<file path="src/rtl/mac_result_drain.sv">
// mac_result_drain: captures a frame of MAC results (optional ReLU) and streams them out one channel per transfer
module mac_result_drain #(
  parameter int DATA_WIDTH = 16,
  parameter int NUM_CH = 16
) (
  input  logic                         clk,
  input  logic                         arst_in,
  input  logic                         capture_valid,
  output logic                         capture_ready,
  input  logic [NUM_CH*DATA_WIDTH-1:0] res_vec,
  input  logic                         relu_en,
  output logic [DATA_WIDTH-1:0]        out_data,
  output logic [$clog2(NUM_CH)-1:0]    out_ch,
  output logic                         out_valid,
  input  logic                         out_ready,
  output logic                         out_last,
  output logic [15:0]                  frame_count
);
  localparam int CW = $clog2(NUM_CH);
  typedef enum logic {IDLE, DRAIN} state_t;
  state_t state, state_nx;
  logic [DATA_WIDTH-1:0] mem [NUM_CH];
  logic [CW-1:0] cnt;
  logic last;
  assign last = cnt == CW'(NUM_CH - 1);
  always_comb begin
    state_nx = state;
    if (state == IDLE) state_nx = capture_valid ? DRAIN : IDLE;
    else state_nx = (out_ready && last) ? IDLE : DRAIN;
  end
  always_comb begin
    capture_ready = state == IDLE;
    out_valid = state == DRAIN;
    out_last = out_valid && last;
    out_data = mem[cnt];
    out_ch = cnt;
  end
  always_ff @(posedge clk or posedge arst_in) begin
    if (arst_in) begin
      state <= IDLE;
      cnt <= '0;
      frame_count <= '0;
      for (int k = 0; k < NUM_CH; k++) mem[k] <= '0;
    end else begin
      state <= state_nx;
      if (state == IDLE && capture_valid) begin
        cnt <= '0;
        for (int k = 0; k < NUM_CH; k++)
          mem[k] <= (relu_en && res_vec[k*DATA_WIDTH+DATA_WIDTH-1]) ? '0 : res_vec[k*DATA_WIDTH +: DATA_WIDTH];
      end else if (state == DRAIN && out_ready) begin
        cnt <= last ? '0 : cnt + 1'b1;
        if (last) frame_count <= frame_count + 16'd1;
      end
    end
  end
endmodule

</file>
<file path="config.mk">
export PLATFORM = sky130hd
export DESIGN_NAME = mac_result_drain
export DESIGN_NICKNAME = d
export VERILOG_FILES = /design/src/rtl/mac_result_drain.sv
export SDC_FILE = /design/constraint.sdc
export NUM_CORES = 1
export LEC_CHECK = 0
export CORE_MARGIN = 2
export CORE_UTILIZATION = 45
export DETAILED_ROUTE_END_ITERATION = 8
export GPL_ROUTABILITY_DRIVEN = 0
export PLACE_DENSITY = 0.86
export SYNTH_ARGS = -nofsm -noshare
export SYNTH_HDL_FRONTEND = slang
export SYNTH_SLANG_ARGS = --single-unit
</file>
<file path="constraint.sdc">
create_clock -name clk -period 10.04 [get_ports clk]
set_input_delay 2.51 -clock clk [delete_from_list [all_inputs] [get_ports clk]]
set_output_delay 2.51 -clock clk [all_outputs]
set_load 0.02 [all_outputs]
</file>
==> impl_metrics.yaml, run 1 <==
timing:
  rsz0062_at_grt: "false"
  setup_viol: 0
  fin_crit_sh_pct: 66.5
  clock.fmax_mhz: 150
  min_period_ps: 6670
  tns_ps: 0
  worst_pin_slew_ps: 1120
  hold_viol: 0
  skew_ps: 14.2
  relSlewSlack_pct: 25.3
  fin_hold_ws_ps: 475
  maxSlewViolCount: 0
clock_network:
  cts_resized: 0
  clock-sinks: 277
  clock_latency_ps: 550
  cts_hold_buf: 0
  cts.reportedPaths.clkPinSlew_ps: 60
  clockBufferDepth: 3
  post_cts_buffers: 0
  cts-root-buf: "clkbuf_16"
  cts-htree-levels: 1
  cts_tree: "done"
  numCtsBuffers: 29
finish:
  drive_above_1_share_pct: 9.77
  fillCellCount: 2047
  multi_input_area_mm2: 0.00487
  synthToLayoutAreaGrowth_pct: 32.4
  seqCellArea_mm2: 0.00694
  nNetsFinal: 1429
  antennaDiodeCount: 0
  mostFrequentLayoutCells: "clkdlybuf4s50_1, dfrtp_1, a22o_1"
  stdcell_count: 1528
  layout_commonest_cell: "clkdlybuf4s50_1"
critical_path:
  setup.worst_path.end_class: "output pin"
  crit_chain: "buf_4 > mux2i_1 > a221oi_1 > o21ai_0 > nand2_1 > clkdlybuf4s50_1"
  cpPeakStageDelay_ps: 1170
  crit_type: "flop to output pin"
  critPathBufInv: 2
  rrSetupSlack_ps: 7070
  cp-start-kind: "flop"
  crit_family: "buffers and inverters"
  rr_startpoint: "out_valid"
  cpMaxStageDelayCell: "dfrtp_4"
  crit_path_max_fanout: 63
  arrival_ps: 4160
  startpoint: "out_ch[0]"
  worstPathRequired_ps: 7530
die:
  initial_core_util_pct: 45.6
  pin_count: 300
  die_w_um: 169
  die_h_um: 169
  rows: 60
  dieArea_mm2: 0.0286
  fp.coreArea_mm2: 0.0269
detailed_routing:
  drc: 0
  vias_per_cell: 6.22
  wirelength_mm: 40.4
  drtIter0Drc: 1067
  vias: 9506
  wl_per_cell_um: 26.4
  drtAntennaViolNets: 0
  drt-pass1-iter-count: 8
synth:
  avgSynthCellArea_um2: 13.5
  synthFlopType: "dfrtp_1"
  async_reset_ff_share_pct: 100
  yosys_warnings: 0
  ys_ff_latch: 277
  ys_seq_area_share_pct: 56.5
  syn_inst: 908
  synth_edf_count: 0
  netlist_area_mm2: 0.0123
  synth_nets: 1171
  synth.distinct_cells: 38
power:
  p_int_uw: 2830
  ir_drop_uv: 141
  p_sw_uw: 1490
  power_frac_comb_pct: 34.0
  leakagePower_uw: 0.00712
  clkPwrFrac_pct: 23.8
  swShare_pct: 34.5
  seqPwrFrac_pct: 42.1
  powerDensity_mw_per_mm2: 266
worst_hold_path:
  hold_path_startpoint: "frame_count[15]"
  hold_class: "flop to flop"
global_route:
  antenna_found_initial: 0
  grt_pass1_wl_mm: 60.2
  gr-usage-all-layers_pct: 28.0
  grt_max_degree: 223
  gr-total-overflow: 0
  grt_pass1_vias: 9779
job:
  max-cap-violations: 0
run_status:
  status: "finished, final reports clean"
placement:
  io_buffers: 299
  dpl.cell_count: 1476
  hpwl_mm: 29.5
-- state kept, by name (all words and copies together) (netlist names) --
| signal | flops |
|---|---|
| mem | 256 |
| frame_count | 16 |
| out_ch | 4 |
| out_valid | 1 |
-- area by class of cell --
class,count,share of cell area [%]
flip-flops and latches,277,42.7
multi-input cells,544,30.0
repair buffers,308,18.9
clock buffers,44,5.25
well taps,341,2.63
clock inverters,8,0.316
inverters,6,0.162
-- synthesized netlist by cell type (2+ instances only) --
cell,count,area [um2]
buf_6,4,45.0
xor2_1,11,96.3
mux2i_1,64,641
mux4_2,32,721
nand2_1,41,154
ha_1,2,25.0
a21oi_2,16,140
buf_2,54,270
xnor2_1,5,43.8
nand4_4,2,42.5
inv_1,5,18.8
dfrtp_1,277,6930
nor3_1,3,15.0
and4_1,3,26.3
buf_4,11,82.6
nand3_1,8,40.0
a22o_1,240,2100
nor3_2,2,20.0
a221oi_1,32,280
o21ai_0,32,160
a21oi_1,2,10.0
nor2_1,6,22.5
a22oi_1,16,120
clkbuf_1,11,41.3
nand2b_1,16,100
-- logic make-up (layout without fill, tap and decap cells) --
group	count (synthesis)	after routing	synth area share (%)
AOI/OAI and AO/OA	343	343	23.3
DFF	277	277	56.5
muxes	97	97	11.2
buffers and inverters	87	366	3.80
and+or+nand+nor	86	86	3.84
xor gates and xnor gates	16	16	1.14
adders and majority gates	2	2	0.204
-- path summary, 6_finish.rpt --
path                                    to  cells after the start
setup / recovery               out_data[2]                      6
hold / removal             frame_count[15]                      1
setup reg to reg                  mem[232]                      5
hold reg to reg            frame_count[15]                      1
max in group asynchronous          mem[34]                      4
min in group asynchronous  frame_count[12]                      2
-- metal layers --
layer  up-vias  GRT usage [%]  share of wire (%)
met2       494           47.5                 49
met1      4856           36.4                 39
met4         0           11.3                4.4
met3        80           4.00                6.9
li1       4076              -                  -
met5         -              0                  0
-- through the flow --
step	worst slack, ps	instance area (um2)	util (%)	power (uW)
2_1_floorplan	3860	12300	-	2630
3_3_place_gp	4080	15300	57.0	3240
3_5_place_dp	4000	15300	57.0	3280
4_1_cts	3410	16200	60.4	4320
5_1_grt	3240	16200	60.4	4490
6_report	3370	16200	60.4	4320
-- power groups by stage --
stage | clock network, uW | registers, uW | logic, uW
6_report | 1030 | 1820 | 1470
5_1_grt | 1080 | 1850 | 1560
4_1_cts | 1040 | 1810 | 1470
3_5_place_dp | 0 | 1830 | 1450
3_3_place_gp | 0 | 1820 | 1420
2_1_floorplan | 0 | 1620 | 1020
Power figures use the tool's default switching activity.
==> run 2, diff against run 1 <==
--- a/config.mk
+++ b/config.mk
@@ -6,10 +6,10 @@
 export NUM_CORES = 1
 export LEC_CHECK = 0
 export CORE_MARGIN = 2
-export CORE_UTILIZATION = 45
+export CORE_UTILIZATION = 50
 export DETAILED_ROUTE_END_ITERATION = 8
 export GPL_ROUTABILITY_DRIVEN = 0
-export PLACE_DENSITY = 0.86
+export PLACE_DENSITY = 0.9
 export SYNTH_ARGS = -nofsm -noshare
 export SYNTH_HDL_FRONTEND = slang
 export SYNTH_SLANG_ARGS = --single-unit
==> constraint.sdc (replaced) <==
create_clock -name clk -period 6.3 [get_ports clk]
set_input_delay 1.575 -clock clk [delete_from_list [all_inputs] [get_ports clk]]
set_output_delay 1.575 -clock clk [all_outputs]
set_load 0.02 [all_outputs]
==> impl_metrics.yaml, run 2 (synthesis results as in run 1) <==
critical_path:
  setup.worst_path.end_class: "output pin"
  crit_type: "flop to output pin"
  arrival_ps: 4110
  crit_path_max_fanout: 32
  cp-start-kind: "flop"
  worstPathRequired_ps: 4720
  crit_chain: "and2_1 > a221oi_1 > a22oi_1 > nand2_1 > clkdlybuf4s50_1"
  startpoint: "out_ch[2]"
  critPathBufInv: 1
  crit_family: "simple AND/OR/NAND/NOR gates"
  rr_startpoint: "out_ch[0]"
  cpPeakStageDelay_ps: 1190
  cpMaxStageDelayCell: "and2_1"
power:
  leakagePower_uw: 0.00720
  powerDensity_mw_per_mm2: 431
  ir_drop_uv: 255
timing:
  maxSlewViolCount: 0
  setup_viol: 0
  tns_ps: 0
  min_period_ps: 5680
  setup_ws_ps: 616
  worst_pin_slew_ps: 1430
  hold_viol: 0
  rsz0062_at_grt: "false"
  relSlewSlack_pct: 4.89
  fin_hold_ws_ps: 475
  fin_crit_sh_pct: 90.2
  skew_ps: 14.2
  clock.fmax_mhz: 176
finish:
  synthToLayoutAreaGrowth_pct: 33.5
  nNetsFinal: 1432
  mostFrequentLayoutCells: "clkdlybuf4s50_1, dfrtp_1, a22o_1"
  regMostFlops: "mem"
  final_util_pct: 67.7
  layout_commonest_cell: "clkdlybuf4s50_1"
  largest_register_ff_count: 256
  drive_above_1_share_pct: 10.5
  stdcell_count: 1516
die:
  fp.coreArea_mm2: 0.0242
  die_h_um: 161
  die_w_um: 161
  rows: 57
  pin_count: 300
  dieArea_mm2: 0.0258
  initial_core_util_pct: 50.7
global_route:
  grt_max_degree: 167
  grt_pass1_wl_mm: 60.1
  grt_pass1_vias: 9935
  gr-total-overflow: 0
  gr-usage-all-layers_pct: 30.4
  antenna_found_initial: 1
detailed_routing:
  drtIter0Drc: 1194
  drc: 0
  vias: 9722
  drtAntennaViolNets: 0
  wirelength_mm: 39.4
  drt-pass1-iter-count: 5
  vias_per_cell: 6.41
  wl_per_cell_um: 26.0
clock_network:
  cts_resized: 0
  cts_tree: "done"
  cts-htree-levels: 1
  numCtsBuffers: 29
  clockBufferDepth: 3
  post_cts_buffers: 0
  cts_hold_buf: 0
  cts.reportedPaths.clkPinSlew_ps: 60
  clock-sinks: 277
  cts-root-buf: "clkbuf_16"
  clock_latency_ps: 550
job:
  max-cap-violations: 0
placement:
  dpl.cell_count: 1462
  pre_cts_ws_ps: 1320
  io_buffers: 299
  hpwl_mm: 27.4
worst_hold_path:
  hold_class: "flop to flop"
  hold_path_startpoint: "frame_count[15]"
run_status:
  status: "finished, final reports clean"
==> run 2: cell types whose count changed in the layout (fill, tap and decap cells not counted) <==
cell and delta:
clkbuf_8 +3, buf_12 +1, clkinv_2 +1, buf_4 +2, diode_2 +1, clkinvlp_4 -2
clkinv_4 +1, bufinv_16 +3, clkbuf_1 -5
==> run 2: power breakdown <==
group	internal [uW]	total [uW]	switching, uW	leakage, uW
Sequential	2320	2760	444	0.00364
Clock	1080	1800	714	0.000504
Combinational	1260	2490	1220	0.00306
Total	4660	7040	2380	0.00720
==> run 2: metal layers <==
layer  global-route usage (%)  vias to the layer above  routed length [um]
met3                     6.30                      127                3550
li1                         -                     4071                   -
met1                     40.4                     4912               15100
met2                     48.5                      612               18700
met4                     13.8                        0                2100
met5                        0                        -                   0
==> run 2: worst paths after layout <==
kind	depth (start not counted)	end	slack, ps
setup reg to reg	6	frame_count[13]	3510
max in group asynchronous	3	mem[250]	3600
hold / removal	1	frame_count[15]	470
min in group asynchronous	2	frame_count[2]	1430
setup / recovery	5	out_data[5]	620
hold reg to reg	1	frame_count[15]	470
==> run 2: layout make-up <==
class	instances	area, um2
clock inverter	11	140
fill	1633	7820
timing repair buffer	311	3100
tap	324	405
inverter	6	26.3
clock buffer	42	875
antenna	1	2.50
sequential	277	6940
multi-input combinational	544	4870
==> run 2: metrics by stage <==
stage,cell area (um2),total power (uW)
floorplan,12300,4200
global placement,15300,5120
detailed placement,15300,5210
CTS,16400,7030
global route,16400,7330
finish,16400,7040
==> run 3, diff against run 2 <==
--- a/config.mk
+++ b/config.mk
@@ -9,7 +9,7 @@
 export CORE_UTILIZATION = 50
 export DETAILED_ROUTE_END_ITERATION = 8
 export GPL_ROUTABILITY_DRIVEN = 0
-export PLACE_DENSITY = 0.9
+export PLACE_DENSITY = 0.81
 export SYNTH_ARGS = -nofsm -noshare
 export SYNTH_HDL_FRONTEND = slang
 export SYNTH_SLANG_ARGS = --single-unit
==> impl_metrics.yaml, run 3 (synthesis results as in run 1) <==
run_status:
  status: "finished, final reports clean"
global_route:
  gr-usage-all-layers_pct: 29.3
  antenna_found_initial: 1
  grt_pass1_wl_mm: 58.1
  gr-total-overflow: 0
  grt_max_degree: 144
  grt_pass1_vias: 9534
critical_path:
  crit_path_max_fanout: 32
  arrival_ps: 3910
  cp-start-kind: "flop"
  crit_type: "flop to output pin"
  rrSetupSlack_ps: 3700
  rr_startpoint: "out_valid"
  rr_endpoint: "mem[243]"
  worstPathRequired_ps: 4720
  r2r_cells: 5
  setup.worst_path.end_class: "output pin"
finish:
  regMostFlops: "mem"
  drive_above_1_share_pct: 10.0
  layout_commonest_cell: "clkdlybuf4s50_1"
  largest_register_ff_count: 256
  fin_area_mm2: 0.0163
  fillCellCount: 1704
  nNetsFinal: 1428
  synthToLayoutAreaGrowth_pct: 33.2
  mostFrequentLayoutCells: "clkdlybuf4s50_1, dfrtp_1, a22o_1"
  final_util_pct: 67.5
detailed_routing:
  drc: 0
  drt-pass1-iter-count: 5
  wirelength_mm: 37.9
  drtAntennaViolNets: 0
  wl_per_cell_um: 25.1
  vias: 9384
  vias_per_cell: 6.21
  drtIter0Drc: 893
timing:
  skew_ps: 25.4
  fin_crit_sh_pct: 87.1
  setup_viol: 0
  tns_ps: 0
  rsz0062_at_grt: "false"
  maxSlewViolCount: 0
  relSlewSlack_pct: 5.88
  fin_hold_ws_ps: 476
  clock.fmax_mhz: 182
  min_period_ps: 5490
  hold_viol: 0
  setup_ws_ps: 814
  worst_pin_slew_ps: 1410
placement:
  pre_cts_ws_ps: 1420
  placed_area_mm2: 0.0153
  io_buffers: 299
  hpwl_mm: 26.9
die:
  die_w_um: 161
  pin_count: 300
  dieArea_mm2: 0.0258
  initial_core_util_pct: 50.7
  fp.coreArea_mm2: 0.0242
  die_h_um: 161
  rows: 57
clock_network:
  cts_hold_buf: 0
  cts-htree-levels: 1
  cts.reportedPaths.clkPinSlew_ps: 70
  cts-root-buf: "clkbuf_16"
  numCtsBuffers: 28
  post_cts_buffers: 0
  clock_latency_ps: 560
  cts_resized: 0
  clock-sinks: 277
  cts_tree: "done"
  clockBufferDepth: 3
worst_hold_path:
  hold_path_startpoint: "frame_count[15]"
  hold_class: "flop to flop"
  min_path_cells: 1
  worstHoldEndpoint: "frame_count[15]"
power:
  leakagePower_uw: 0.00717
  ir_drop_uv: 202
  powerDensity_mw_per_mm2: 427
job:
  max-cap-violations: 0
## run 3: cell types whose count changed in the layout (fill, tap and decap cells not counted)
cell / previous run / this run
buf_12: 2 / 4
buf_4: 10 / 5
bufinv_16: 3 / 4
clkbuf_16: 29 / 28
clkbuf_8: 10 / 6
clkinv_8: 0 / 1
clkinvlp_4: 2 / 3
inv_6: 1 / 0
## run 3: layout make-up
type | count | area, um2 | share of cell area (%)
flip-flops and latches | 277 | 6940 | 42.5
multi-input cells | 544 | 4870 | 29.8
clock inverters | 13 | 185 | 1.13
repair buffers | 308 | 3110 | 19.0
inverters | 6 | 26.3 | 0.161
well taps | 324 | 405 | 2.48
diodes | 1 | 2.50 | 0.0153
clock buffers | 37 | 795 | 4.87
## run 3: worst max-delay path by stage
stage                         start        endpoint  slack, ps  depth (start not counted)
after floorplan             arst_in  frame_count[0]       1060                          1
after global placement    out_ch[2]     out_data[7]       1520                          5
after detailed placement  out_ch[2]     out_data[7]       1420                          5
after CTS                 out_ch[2]     out_data[7]        850                          5
after global routing      out_ch[2]     out_data[9]        630                          5
final                     out_ch[2]     out_data[7]        810                          5
## run 3: report_power, final
group / internal (uW) / switching, uW / total (uW) / leakage [uW]
Clock: 1050 / 715 / 1760 / 0.000479
Sequential: 2320 / 459 / 2780 / 0.00364
Combinational: 1260 / 1170 / 2430 / 0.00305
Total: 4630 / 2350 / 6980 / 0.00717
## run 3: critical path, stage by stage, from the launching register on
cell and delay [ps]:
dfrtp_1 820, nor2b_2 1230, a221oi_1 340, o21ai_0 260, nand2_1 120, clkdlybuf4s50_1 580
## run 3: metal layers
layer | part of all wire, % | vias up | global-route usage [%]
li1 | - | 4067 | -
met5 | 0 | - | 0
met3 | 7.9 | 79 | 5.81
met4 | 3.8 | 0 | 9.99
met2 | 47 | 508 | 46.3
met1 | 42 | 4730 | 41.1
## run 3: stage by stage
| step | std cells | total power [uW] |
|---|---|---|
| after detailed placement | 1459 | 5200 |
| after global placement | 1459 | 5140 |
| final | 1510 | 6980 |
| after CTS | 1509 | 6980 |
| after floorplan | 908 | 4200 |
| after global routing | 1510 | 7250 |
